**config.mk**
```make
export PLATFORM = sky130hd
export DESIGN_NAME = pcileech_actv_resp_tx
export DESIGN_NICKNAME = d
export VERILOG_FILES = /design/src/rtl/pcileech_actv_resp_tx.sv
export SDC_FILE = /design/constraint.sdc
export NUM_CORES = 1
export LEC_CHECK = 0
export CAP_MARGIN = 20
export CORE_UTILIZATION = 41
export DETAILED_ROUTE_END_ITERATION = 10
export PLACE_DENSITY = 0.75
export SYNTH_ARGS = -nofsm -noshare
export SYNTH_HDL_FRONTEND = slang
export SYNTH_SLANG_ARGS = --single-unit
```
**constraint.sdc**
```tcl
create_clock -name clk -period 1.6 [get_ports clk]
set_input_delay 0.4 -clock clk [delete_from_list [all_inputs] [get_ports clk]]
set_output_delay 0.4 -clock clk [all_outputs]
set_load 0.02 [all_outputs]
```
**src/rtl/pcileech_actv_resp_tx.sv**
```systemverilog
// Acknowledge-frame transmitter merged into the FPGA->FT601 word stream.
// Ports: clk/rst; evt_act/evt_deact/evt_int event pulses;
//   up_data/up_valid/up_last/up_ready upstream stream;
//   tx_data/tx_valid/tx_ready COM-side stream;
//   activated/int_en/seq status.
module pcileech_actv_resp_tx #(
  parameter logic [31:0] RESP_MAGIC    = 32'h66665A5A,
  parameter logic        ACT_RESET_VAL = 1'b1
) (
  input  logic        clk,
  input  logic        rst,
  input  logic        evt_act,
  input  logic        evt_deact,
  input  logic        evt_int,
  input  logic [31:0] up_data,
  input  logic        up_valid,
  input  logic        up_last,
  output logic        up_ready,
  output logic [31:0] tx_data,
  output logic        tx_valid,
  input  logic        tx_ready,
  output logic        activated,
  output logic        int_en,
  output logic [7:0]  seq
);

  typedef enum logic [1:0] {
    IDLE,
    PASS,
    RESP
  } state_t;

  state_t      state;
  state_t      state_nx;
  logic        pend_act;
  logic        pend_deact;
  logic        pend_int;
  logic        any_pend;
  logic [1:0]  idx;
  logic [1:0]  idx_nx;
  logic [31:0] w1_r;
  logic [31:0] word_nx;
  logic [31:0] tx_data_r;
  logic        tx_valid_r;
  logic [7:0]  code_sel;
  logic        act_nx;
  logic        int_nx;
  logic        xfer;
  logic        resp_enter;
  logic        resp_done;

  // Status as it will read after this cycle's events;
  // the frame latched on entry reports this view.
  always_comb begin
    act_nx = activated;
    if (evt_deact) begin
      act_nx = 1'b0;
    end else if (evt_act) begin
      act_nx = 1'b1;
    end
    int_nx = int_en | evt_int;
  end

  always_comb begin
    any_pend = pend_act | pend_deact | pend_int;
    code_sel = 8'h03;
    priority case (1'b1)
      pend_deact: code_sel = 8'h02;
      pend_act:   code_sel = 8'h01;
      default:    code_sel = 8'h03;
    endcase
  end

  always_comb begin
    idx_nx  = idx + 2'd1;
    word_nx = RESP_MAGIC;
    unique case (idx_nx)
      2'd1:    word_nx = w1_r;
      2'd2:    word_nx = ~RESP_MAGIC;
      2'd3:    word_nx = RESP_MAGIC ^ w1_r ^ ~RESP_MAGIC;
      default: word_nx = RESP_MAGIC;
    endcase
  end

  always_ff @(posedge clk) begin
    if (rst) begin
      state <= IDLE;
    end else begin
      state <= state_nx;
    end
  end

  always_comb begin
    state_nx = state;
    up_ready = 1'b0;
    tx_valid = tx_valid_r;
    tx_data  = tx_data_r;
    unique case (state)
      IDLE: begin
        if (any_pend) begin
          state_nx = RESP;
        end else if (up_valid) begin
          state_nx = PASS;
        end
      end
      PASS: begin
        up_ready = tx_ready;
        tx_valid = up_valid;
        tx_data  = up_data;
        if (up_valid && tx_ready && up_last) begin
          state_nx = IDLE;
        end
      end
      RESP: begin
        if (tx_valid_r && tx_ready && idx == 2'd3) begin
          state_nx = IDLE;
        end
      end
      default: state_nx = IDLE;
    endcase
  end

  assign xfer       = tx_valid_r & tx_ready;
  assign resp_enter = (state == IDLE) & any_pend;
  assign resp_done  = (state == RESP) & xfer
                    & (idx == 2'd3);

  always_ff @(posedge clk) begin
    if (rst) begin
      activated  <= ACT_RESET_VAL;
      int_en     <= 1'b0;
      seq        <= 8'h00;
      pend_act   <= 1'b0;
      pend_deact <= 1'b0;
      pend_int   <= 1'b0;
      idx        <= 2'd0;
      w1_r       <= 32'h0;
      tx_data_r  <= 32'h0;
      tx_valid_r <= 1'b0;
    end else begin
      activated <= act_nx;
      int_en    <= int_nx;

      // Clear first so a same-cycle event re-arms its flag.
      if (resp_enter) begin
        priority case (1'b1)
          pend_deact: pend_deact <= 1'b0;
          pend_act:   pend_act   <= 1'b0;
          default:    pend_int   <= 1'b0;
        endcase
      end
      if (evt_deact) begin
        pend_deact <= 1'b1;
      end else if (evt_act) begin
        pend_act <= 1'b1;
      end
      if (evt_int) begin
        pend_int <= 1'b1;
      end

      if (resp_enter) begin
        w1_r       <= {code_sel, seq, 14'h0,
                       int_nx, act_nx};
        tx_data_r  <= RESP_MAGIC;
        tx_valid_r <= 1'b1;
        idx        <= 2'd0;
      end else if (resp_done) begin
        tx_valid_r <= 1'b0;
        idx        <= 2'd0;
        seq        <= seq + 8'd1;
      end else if (state == RESP && xfer) begin
        idx       <= idx_nx;
        tx_data_r <= word_nx;
      end
    end
  end

endmodule

```
; Yosys cells after proc, flatten, opt, wreduce, memory -nomap -nowiden
; Cells that the tools add are included.
[op_classes]
n_reduce_logical = 17
n_addsub = 2
n_eq_ne = 12
n_mux = 28
bitwise = 11
[ops]
columns = op, n
row1 = case mux 32 bit (3 select lines), 1
row2 = 2-to-1 mux 31 bit, 3
row3 = 2-to-1 mux 32 bit, 1
row4 = inverter 16 bit, 2
row5 = 2-to-1 mux 1 bit, 16
row6 = 2-to-1 mux 2 bit, 5
row7 = "!= test 2 bit, second input constant", 5
row8 = "adder 8 x 1 -> 8 bit, second input constant", 1
row9 = "equality test 2 bit, second input constant", 4
row10 = 2-to-1 mux 8 bit, 1
row11 = nonzero test 2 bit, 4
row12 = case mux 2 bit (3 select lines), 1
row13 = AND reduction 2 bit, 3
row14 = AND reduction 3 bit, 2
row15 = logical AND 1 bit, 5
row16 = AND 1 bit, 4
row17 = "equality test 2 x 1 -> 1 bit, second input constant", 2
row18 = "!= test 3 bit, second input constant", 1
row19 = OR 1 bit, 3
row20 = OR reduction 3 bit, 1
row21 = "adder 2 x 1 -> 2 bit, second input constant", 1
row22 = zero test 2 bit, 1
row23 = inverter 1 bit, 2
row24 = OR reduction 2 bit, 1
[word_totals]
reg_bits = 68

; Longest topological paths before layout
; Gate-level depths: netlist of the first run.
[depth]
word_depth = 6
ltp_mapped = 6
depth_no_buf = 5

; Worst setup path before layout of the first run
; Ideal clock, no wire load.
[synth_timing]
kind = flip-flop to output port
startpoint = register state[0]
endpoint = output port tx_data[0]
stages_incl_launch_ff = 5
arrival_ps = 1306
setup_slack_ps = -106
path_buffers = 2
required_time_ps = 1200
path_cell_list = dfxtp_1 > nor2b_1 > clkbuf_8 > buf_2 > mux2_2
[synth_between]
elab_chain_cells = 2
[synth_rtl]
columns = element, line
row1 = from (decl), 33  ; state_t state;
row2 = from (signal assigned), 89  ; state <= state_nx;
row3 = equality test 2 x 1 -> 1 bit, 98  ; unique case (state)
row4 = 2-to-1 mux 32 bit, 98
row5 = to (decl), 19  ; output logic [31:0] tx_data,
; Every way passes these cells.

; Worst setup path in the final report of the first run
[layout_timing]
startpoint = register state[0]
endpoint = output port tx_valid
[layout_between]
elab_chain_cells = 2
[layout_rtl]
columns = element, line
row1 = equality test 2 x 1 -> 1 bit, 98
row2 = 2-to-1 mux 1 bit, 98
row3 = to (decl), 20  ; output logic tx_valid,
; Every way passes these cells.

==> summary.md, run 1 <==
| Metric | Value |
|---|---|
| Drt drc | 0 |
| Final WS setup | -0.2487 ns |
| Peak supply drop | 0.5596 mV |
| Failing checks | setup timing |
| Crit start category | flop |
| PwrDens | 761.8 nW/um2 |
| Crit path cell chain | nor2b_4, buf_6, mux2_4, buf_6 |
| Post-synthesis adder-cell area fraction | 3.180% |
| Antenna violations before repair | 0 |
| Number of global-route vias before repair | 2401 |
| Clock Tree Buf Depth | 2 |
| # setup viols final | 43 |
| Nets | 423 |
| Post-DP HPWL | 4.629 mm |
| Dpl cell area | 3405 um2 |
| Clock-pin slew on the worst setup and hold paths | 0.08 ns |
| Main combinational cell family by area after synthesis | compound AO/OA/AOI/OAI gates |
| Max Cap Viol | 0 |
| Share of cells above drive strength 1 | 35.71% |
| Inserted Clock Buffers | 5 |
| Multi-input gate area | 1613 um2 |
| Placed cell count | 427 |
| Input/output buffers | 83 |
| Unrepaired setup endpoints after global routing | yes |
| First-pass iteration count of the detailed router | 4 |
| Clock Latency Late Sink | 0.30 ns |
| Fin crit share | 115.5% |
| Reg area | 884.6 um2 |
| Largest net degree at the start of global routing | 21 |
| Leakage | 1.699 nW |
| Syn Inst Count | 273 |
| CP Class | reg -> out |
| Final Critical Period | 1.849 ns |
| Die X | 77.89 um |
| Die height | 77.89 um |
| Worst-Margin Slew | 0.5002 ns |
| Post-Synth Simple-Gate Area | 16.59% |
| Synthesized flop and latch total | 44 |
| Mapped Area | 2361 um2 |
| # rows | 27 |
| Asr flop ratio synth | 0% |
| H-tree depth | 2 |
| Max Clk Rate | 540.9 MHz |
| Diode count | 0 |
| Crit end category | primary output |
| Final Hold Vio Count | 0 |
| Slew Limit Fails | 0 |
| Final Routed Wirelength | 7.543 mm |
| GP Congestion | 0.8195 |
| Compound-Gate Fraction of Synth Area | 26.23% |
| Vias | 2504 |
| Crit Path Max Fanout | 7 |
| Worst EP required | 1.20 ns |
| TritonCTS clock tree | yes |
| Register area share after synthesis | 37.31% |
| Post-synth EDFFs | 0 |
| Ys Warns | 0 |
| Critical path's top delay family | flip-flops |
| Io pins | 84 |
| Core footprint | 5540 um2 |
| Critical Path AT | 1.45 ns |
| GRT Resource Usage Total | 24.37% |
| Ys flop type | dfxtp_1 |
| Xor and xnor area share after synthesis | 0% |
| Post-route ant nets | 0 |
| Worst relative slew slack | 66.65% |
| Post-Route Skew | 0.003963 ns |
| CP max stage delay | 0.33 ns |
| Area share of the largest cell type after synthesis | 37.31% |
| Post-CTS Hold Fix Bufs | 0 |
| CTS root buf | clkbuf_8 |
| Worst Hold Class | reg -> reg |
| CP bufs+invs | 2 |
| Fill cell count | 425 |
| GRT Residual Overflow | 0 |
| 1st-iter DRT viols | 118 |
| Netlist cell types | 35 |
| Mux share of post-synthesis cell area | 10.02% |
| Most used cell, CP | buf_6 |
| Num Clock Sinks | 44 |
| P&R area growth vs syn | 67.09% |
| Status | finished with violations |
| Syn avg cell area | 8.648 um2 |
| Synth area leader | dfxtp_1 |
| Mapped Nets | 319 |
| Die area | 6066 um2 |
| Vias per cell | 5.564 |
| DR WL/cell | 16.76 um |
| Hold slack final | 0.4833 ns |
| Final Non-Filler Cells | 450 |
| Area contributors post-synth | dfxtp_1 37%, mux2_2 10%, a21oi_1 8.3% |
| Slowest stage cell, crit path | dfxtp_2 |
| Post-route cell area | 3945 um2 |
| First-pass GRT wire length | 11.76 mm |
| Starting Density | 42.62% |
-- stage by stage --
step	power (mW)	TNS [ns]	utilization (%)	setup WS (ns)
final	3.005	-8.279	71.21	-0.2487
after global placement	2.122	-20.61	61.45	-0.4797
after detailed placement	2.132	-21.94	61.45	-0.5274
after CTS	2.977	-8.450	68.61	-0.2941
after floorplan	1.712	0	-	0.0002851
after global routing	3.119	-10.55	71.21	-0.2926
-- worst min-delay path: cells and delay by family, from the launching register on --
kind          cells  cell delay, ns
flops             1            0.33
simple gates      2            0.12
-- cell families (layout without fill, tap and decap cells) --
logic type | after synthesis | after routing
AOI/OAI and AO/OA | 98 | 98
muxes | 21 | 21
buffers and inverters | 33 | 137
DFF | 44 | 44
adders and majority gates | 6 | 6
and+or+nand+nor | 71 | 72
-- state kept, by name, summed over array words and instances, names as in the netlist, 2 cells and up --
register	cells
tx_data_r	14
state	2
w1_r	12
seq	8
idx	2
-- synthesized netlist by cell type, drive strengths merged (6+ instances only) --
cell	instances
a2111oi	6
a211oi	9
a21o	21
a21oi	39
buf	10
clkbuf	16
dfxtp	44
ha	6
inv	7
mux2	21
nand2	7
nand3	14
nor2	9
nor2b	9
nor3	8
nor4	8
o21ai	15
or4	6
-- layer usage --
metal / up-vias / routed length [um] / track usage [%]
li1: 1219 / - / -
met4: 0 / 115 / 6.981
met1: 1187 / 3286 / 29.81
met3: 11 / 392 / 4.824
met2: 87 / 3748 / 42.92
met5: - / 0 / 0
-- path summary, 6_finish.rpt --
check | slack, ns | from | end | cells past startpoint
max | -0.25 | state[0]$_SDFFE_PP0P_ | tx_valid | 4
min | 0.48 | int_en$_SDFF_PP0_ | int_en$_SDFF_PP0_ | 2
max reg2reg | -0.09 | state[0]$_SDFFE_PP0P_ | seq[4]$_SDFFE_PP0P_ | 5
min reg2reg | 0.48 | int_en$_SDFF_PP0_ | int_en$_SDFF_PP0_ | 2
-- cell type report --
class	count	area share, %
clock buffer	8	2.284
timing repair buffer	122	31.46
sequential	44	22.42
multi-input combinational	197	40.88
inverter	7	0.6660
tap	72	2.284
-- report_power, final --
part	leakage, nW	switching, mW	internal (mW)
Sequential	0.361	0.0507	1.16
Combinational	1.29	0.494	0.576
Clock	0.0455	0.372	0.353
Total	1.70	0.916	2.09
-- repair_timing --
| item | CTS | global route |
|---|---|---|
| gates cloned | 5 | 0 |
| gates resized for setup | 258 | 34 |
| pin swaps | 26 | 6 |
| buffers inserted | 11 | 2 |
| endpoints found under the setup margin | 54 | 52 |
-- layout by cell type, fill, tap and decap left out, types with 2 or more instances in the layout --
cell type | netlist | final
a2111oi_2 | 1 | 3
a2111oi_4 | 0 | 3
a211oi_1 | 9 | 9
a21o_1 | 21 | 21
a21oi_1 | 39 | 37
a21oi_2 | 0 | 2
buf_12 | 0 | 2
buf_4 | 0 | 20
buf_6 | 2 | 51
clkbuf_1 | 15 | 2
clkbuf_8 | 1 | 6
clkdlybuf4s50_1 | 0 | 38
dfxtp_1 | 44 | 41
dfxtp_2 | 0 | 3
dlygate4sd2_1 | 0 | 11
ha_1 | 6 | 4
ha_2 | 0 | 2
inv_1 | 7 | 7
mux2_2 | 21 | 7
mux2_4 | 0 | 14
nand2_1 | 7 | 7
nand3_1 | 14 | 14
nor2_1 | 9 | 9
nor2b_1 | 9 | 6
nor2b_4 | 0 | 4
nor3_1 | 8 | 8
nor4_2 | 0 | 3
nor4_4 | 0 | 5
o21ai_0 | 15 | 15
o31ai_1 | 4 | 4
or3_1 | 2 | 2
or4_1 | 6 | 2
or4_4 | 0 | 4
No activity file was read; power rests on OpenSTA's default activity.
==> inputs of run 2 (changes only) <==
CORE_MARGIN = 4   (was not set)
CTS_CLUSTER_SIZE = 40   (was not set)
==> run 2 against run 1 <==
Net effect:
- the run still ends with setup timing left
- sequential share of layout area decreased by 1.1 points
- worst hold slack improved by 0.021 ns
- core utilization increased by 3.8 points
- register-to-register slack got worse by 0.06 ns
- critical path type unchanged
- critical endpoint is now tx_data[20]
- largest power group unchanged
==> summary.md, run 2 (same netlist as run 1, synthesis figures left out) <==
| Metric | Value |
|---|---|
| Largest net degree at the start of global routing | 21 (unchanged) |
| PwrDens | 727.6 nW/um2 (-4.5%) |
| Reg power frac | 40.0% (-0.3 points) |
| Multi-input gate area | 1770 um2 (+9.8%) |
| Comb power frac | 35.9% (+0.3 points) |
| Pint | 2.086 mW (-0.13%) |
| Crit. Startpoint | state[0]$_SDFFE_PP0P_ |
| Post-DP HPWL | 4.936 mm (+6.6%) |
| Peak supply drop | 0.7970 mV (+42%) |
| Die height | 83.89 um (+7.7%) |
| Unrepaired setup endpoints after global routing | yes |
| DR WL/cell | 17.44 um (+4.0%) |
| Status | finished with violations |
| Post-route cell area | 4158 um2 (+5.4%) |
| # rows | 27 (unchanged) |
| CP Class | reg -> out |
| Worst EP required | 1.20 ns (about the same) |
| Leakage | 1.769 nW (+4.1%) |
| Reg-to-Reg Start | state[0]$_SDFFE_PP0P_ |
| Fill cell count | 399 (-6.1%) |
| Worst-Margin Slew | 0.6169 ns (+0.1167 ns) |
| Dpl cell area | 3445 um2 (+1.2%) |
| Crit start category | flop |
| Crit Path Max Fanout | 6 (-1) |
| Input/output buffers | 83 (unchanged) |
| Die X | 83.89 um (+7.7%) |
| 1st-iter DRT viols | 119 (+0.85%) |
| GRT Residual Overflow | 0 (unchanged) |
| Reg area | 884.6 um2 (unchanged) |
| Die area | 7037 um2 (+16%) |
| Final Hold Vio Count | 0 (unchanged) |
| Clock-pin slew on the worst setup and hold paths | 0.09 ns (about the same) |
| Starting Density | 42.62% (unchanged) |
| Max FFs per register | 14 (unchanged) |
| Crit end category | primary output |
| CTS root buf | clkbuf_8 |
| Number of global-route vias before repair | 2497 (+4.0%) |
| Max Clk Rate | 525.6 MHz (-2.8%) |
| Final WS setup | -0.3026 ns (-0.05393 ns) |
| Post-route ant nets | 0 (unchanged) |
| Worst relative slew slack | 58.87% (-7.8 points) |
| Inserted Clock Buffers | 5 (unchanged) |
| Clock Tree Buf Depth | 2 (unchanged) |
| R2R cell count | 5 (unchanged) |
| Max Cap Viol | 0 (unchanged) |
| GP Congestion | 0.8511 (+3.9%) |
| Largest Register | tx_data_r |
| Placed cell count | 434 (+1.6%) |
| Core footprint | 5540 um2 (unchanged) |
| Drt drc | 0 (unchanged) |
| # setup viols final | 45 (+4.7%) |
| Most frequent cells in the layout | 41 x dfxtp_1, 39 x buf_6, 38 x clkdlybuf4s50_1 |
| Cells on Worst Hold Path | 2 (unchanged) |
| Diode count | 0 (unchanged) |
| Failing checks | setup timing |
| P&R area growth vs syn | 76.10% |
| Nets | 428 (+1.2%) |
| Final Non-Filler Cells | 455 (+1.1%) |
| Vias | 2542 (+1.5%) |
| Io pins | 84 (unchanged) |
| Sw Pwr | 0.9386 mW (+2.4%) |
| Post-Route Skew | 0.01337 ns (+0.009411 ns) |
| GRT Resource Usage Total | 20.81% (-3.6 points) |
| Antenna violations before repair | 0 (unchanged) |
| TritonCTS clock tree | yes |
| Hold path startpoint | w1_r[19]$_SDFFE_PP0P_ |
| Top Registers | tx_data_r x14, w1_r x12, seq x8 |
| Fin crit share | 118.9% (+3.4 points) |
| Final Critical Period | 1.903 ns (+0.05393 ns) |
| Final Routed Wirelength | 7.935 mm (+5.2%) |
| First-pass iteration count of the detailed router | 4 (unchanged) |
| Slew Limit Fails | 0 (unchanged) |
| Clk pwr share | 24.1% (about the same) |
| Share of cells above drive strength 1 | 43.08% (+7.4 points) |
| Vias per cell | 5.587 (+0.40%) |
| Worst Hold Class | reg -> reg |
| Most common cell after layout, fill and taps aside | dfxtp_1 |
| Post-placement setup slack | -0.5109 ns (+0.01646 ns) |
| Num Clock Sinks | 44 (unchanged) |
| Critical Path AT | 1.50 ns (+0.05 ns) |
| Clock Latency Late Sink | 0.31 ns (about the same) |
| First-pass GRT wire length | 12.12 mm (+3.1%) |
| H-tree depth | 2 (unchanged) |
| Switching Fraction | 31.03% (+0.54 points) |
| Final total power | 3.025 mW (+0.66%) |
-- run 2: changes by cell type in the layout (fill, tap and decap cells not counted), sizes merged --
cell	before	now
clkbuf	8	7
buf	73	78
clkinv	0	2
nor2b	10	9
-- run 2: per-layer routing --
metal,global-route usage (%),routed length [um],up-vias
met5,0,0,-
met4,6.140,172,0
met1,24.98,3545,1210
li1,-,-,1225
met3,6.120,453,16
met2,35.79,3764,91
-- run 2: per-stage QoR --
step	util, %	TNS, ns	hold slack (ns)
after detailed placement	62.17	-24.83	0.4828
final	75.05	-8.767	0.5047
after global placement	62.17	-23.27	0.4707
after CTS	72.06	-8.824	0.4911
after global routing	75.05	-11.57	0.5340
after floorplan	-	0	0.4492
-- run 2: final timing paths --
path                                         endpoint  slack, ns
worst max register to register  state[0]$_SDFFE_PP0P_      -0.15
worst min register to register  w1_r[19]$_SDFFE_PP0P_       0.50
worst min-delay path            w1_r[19]$_SDFFE_PP0P_       0.50
worst max-delay path                      tx_data[20]      -0.30
-- run 2: what timing repair did --
| action | in CTS | in global routing |
|---|---|---|
| endpoints found under the hold margin | 0 | 0 |
| gates resized for setup | 281 | 40 |
| hold buffers | 0 | 0 |
| pin swaps | 23 | 34 |
| endpoints found under the setup margin | 65 | 62 |
| setup buffers | 10 | 2 |
| gates cloned | 3 | 1 |
-- run 2: cell type report --
class                   instances  area share (%)
repair buffers                128           31.12
multi-input cells             196           42.58
well taps                      72           2.167
clock inverters                 2          0.2407
flip-flops and latches         44           21.28
inverters                       7          0.6320
clock buffers                   6           1.986
-- run 2: critical path, cell delays in order, from the launching register on --
cell and delay [ns]:
dfxtp_2 0.34, nor2b_4 0.24, buf_8 0.17, mux2_4 0.31, buf_6 0.13
-- run 2: power by group through the flow --
stage / registers [mW] / clock network [mW] / logic (mW)
final: 1.21 / 0.728 / 1.09
after global placement: 1.23 / 0 / 0.896
after global routing: 1.22 / 0.780 / 1.14
after detailed placement: 1.23 / 0 / 0.908
after CTS: 1.21 / 0.723 / 1.05
after floorplan: 1.22 / 0 / 0.490
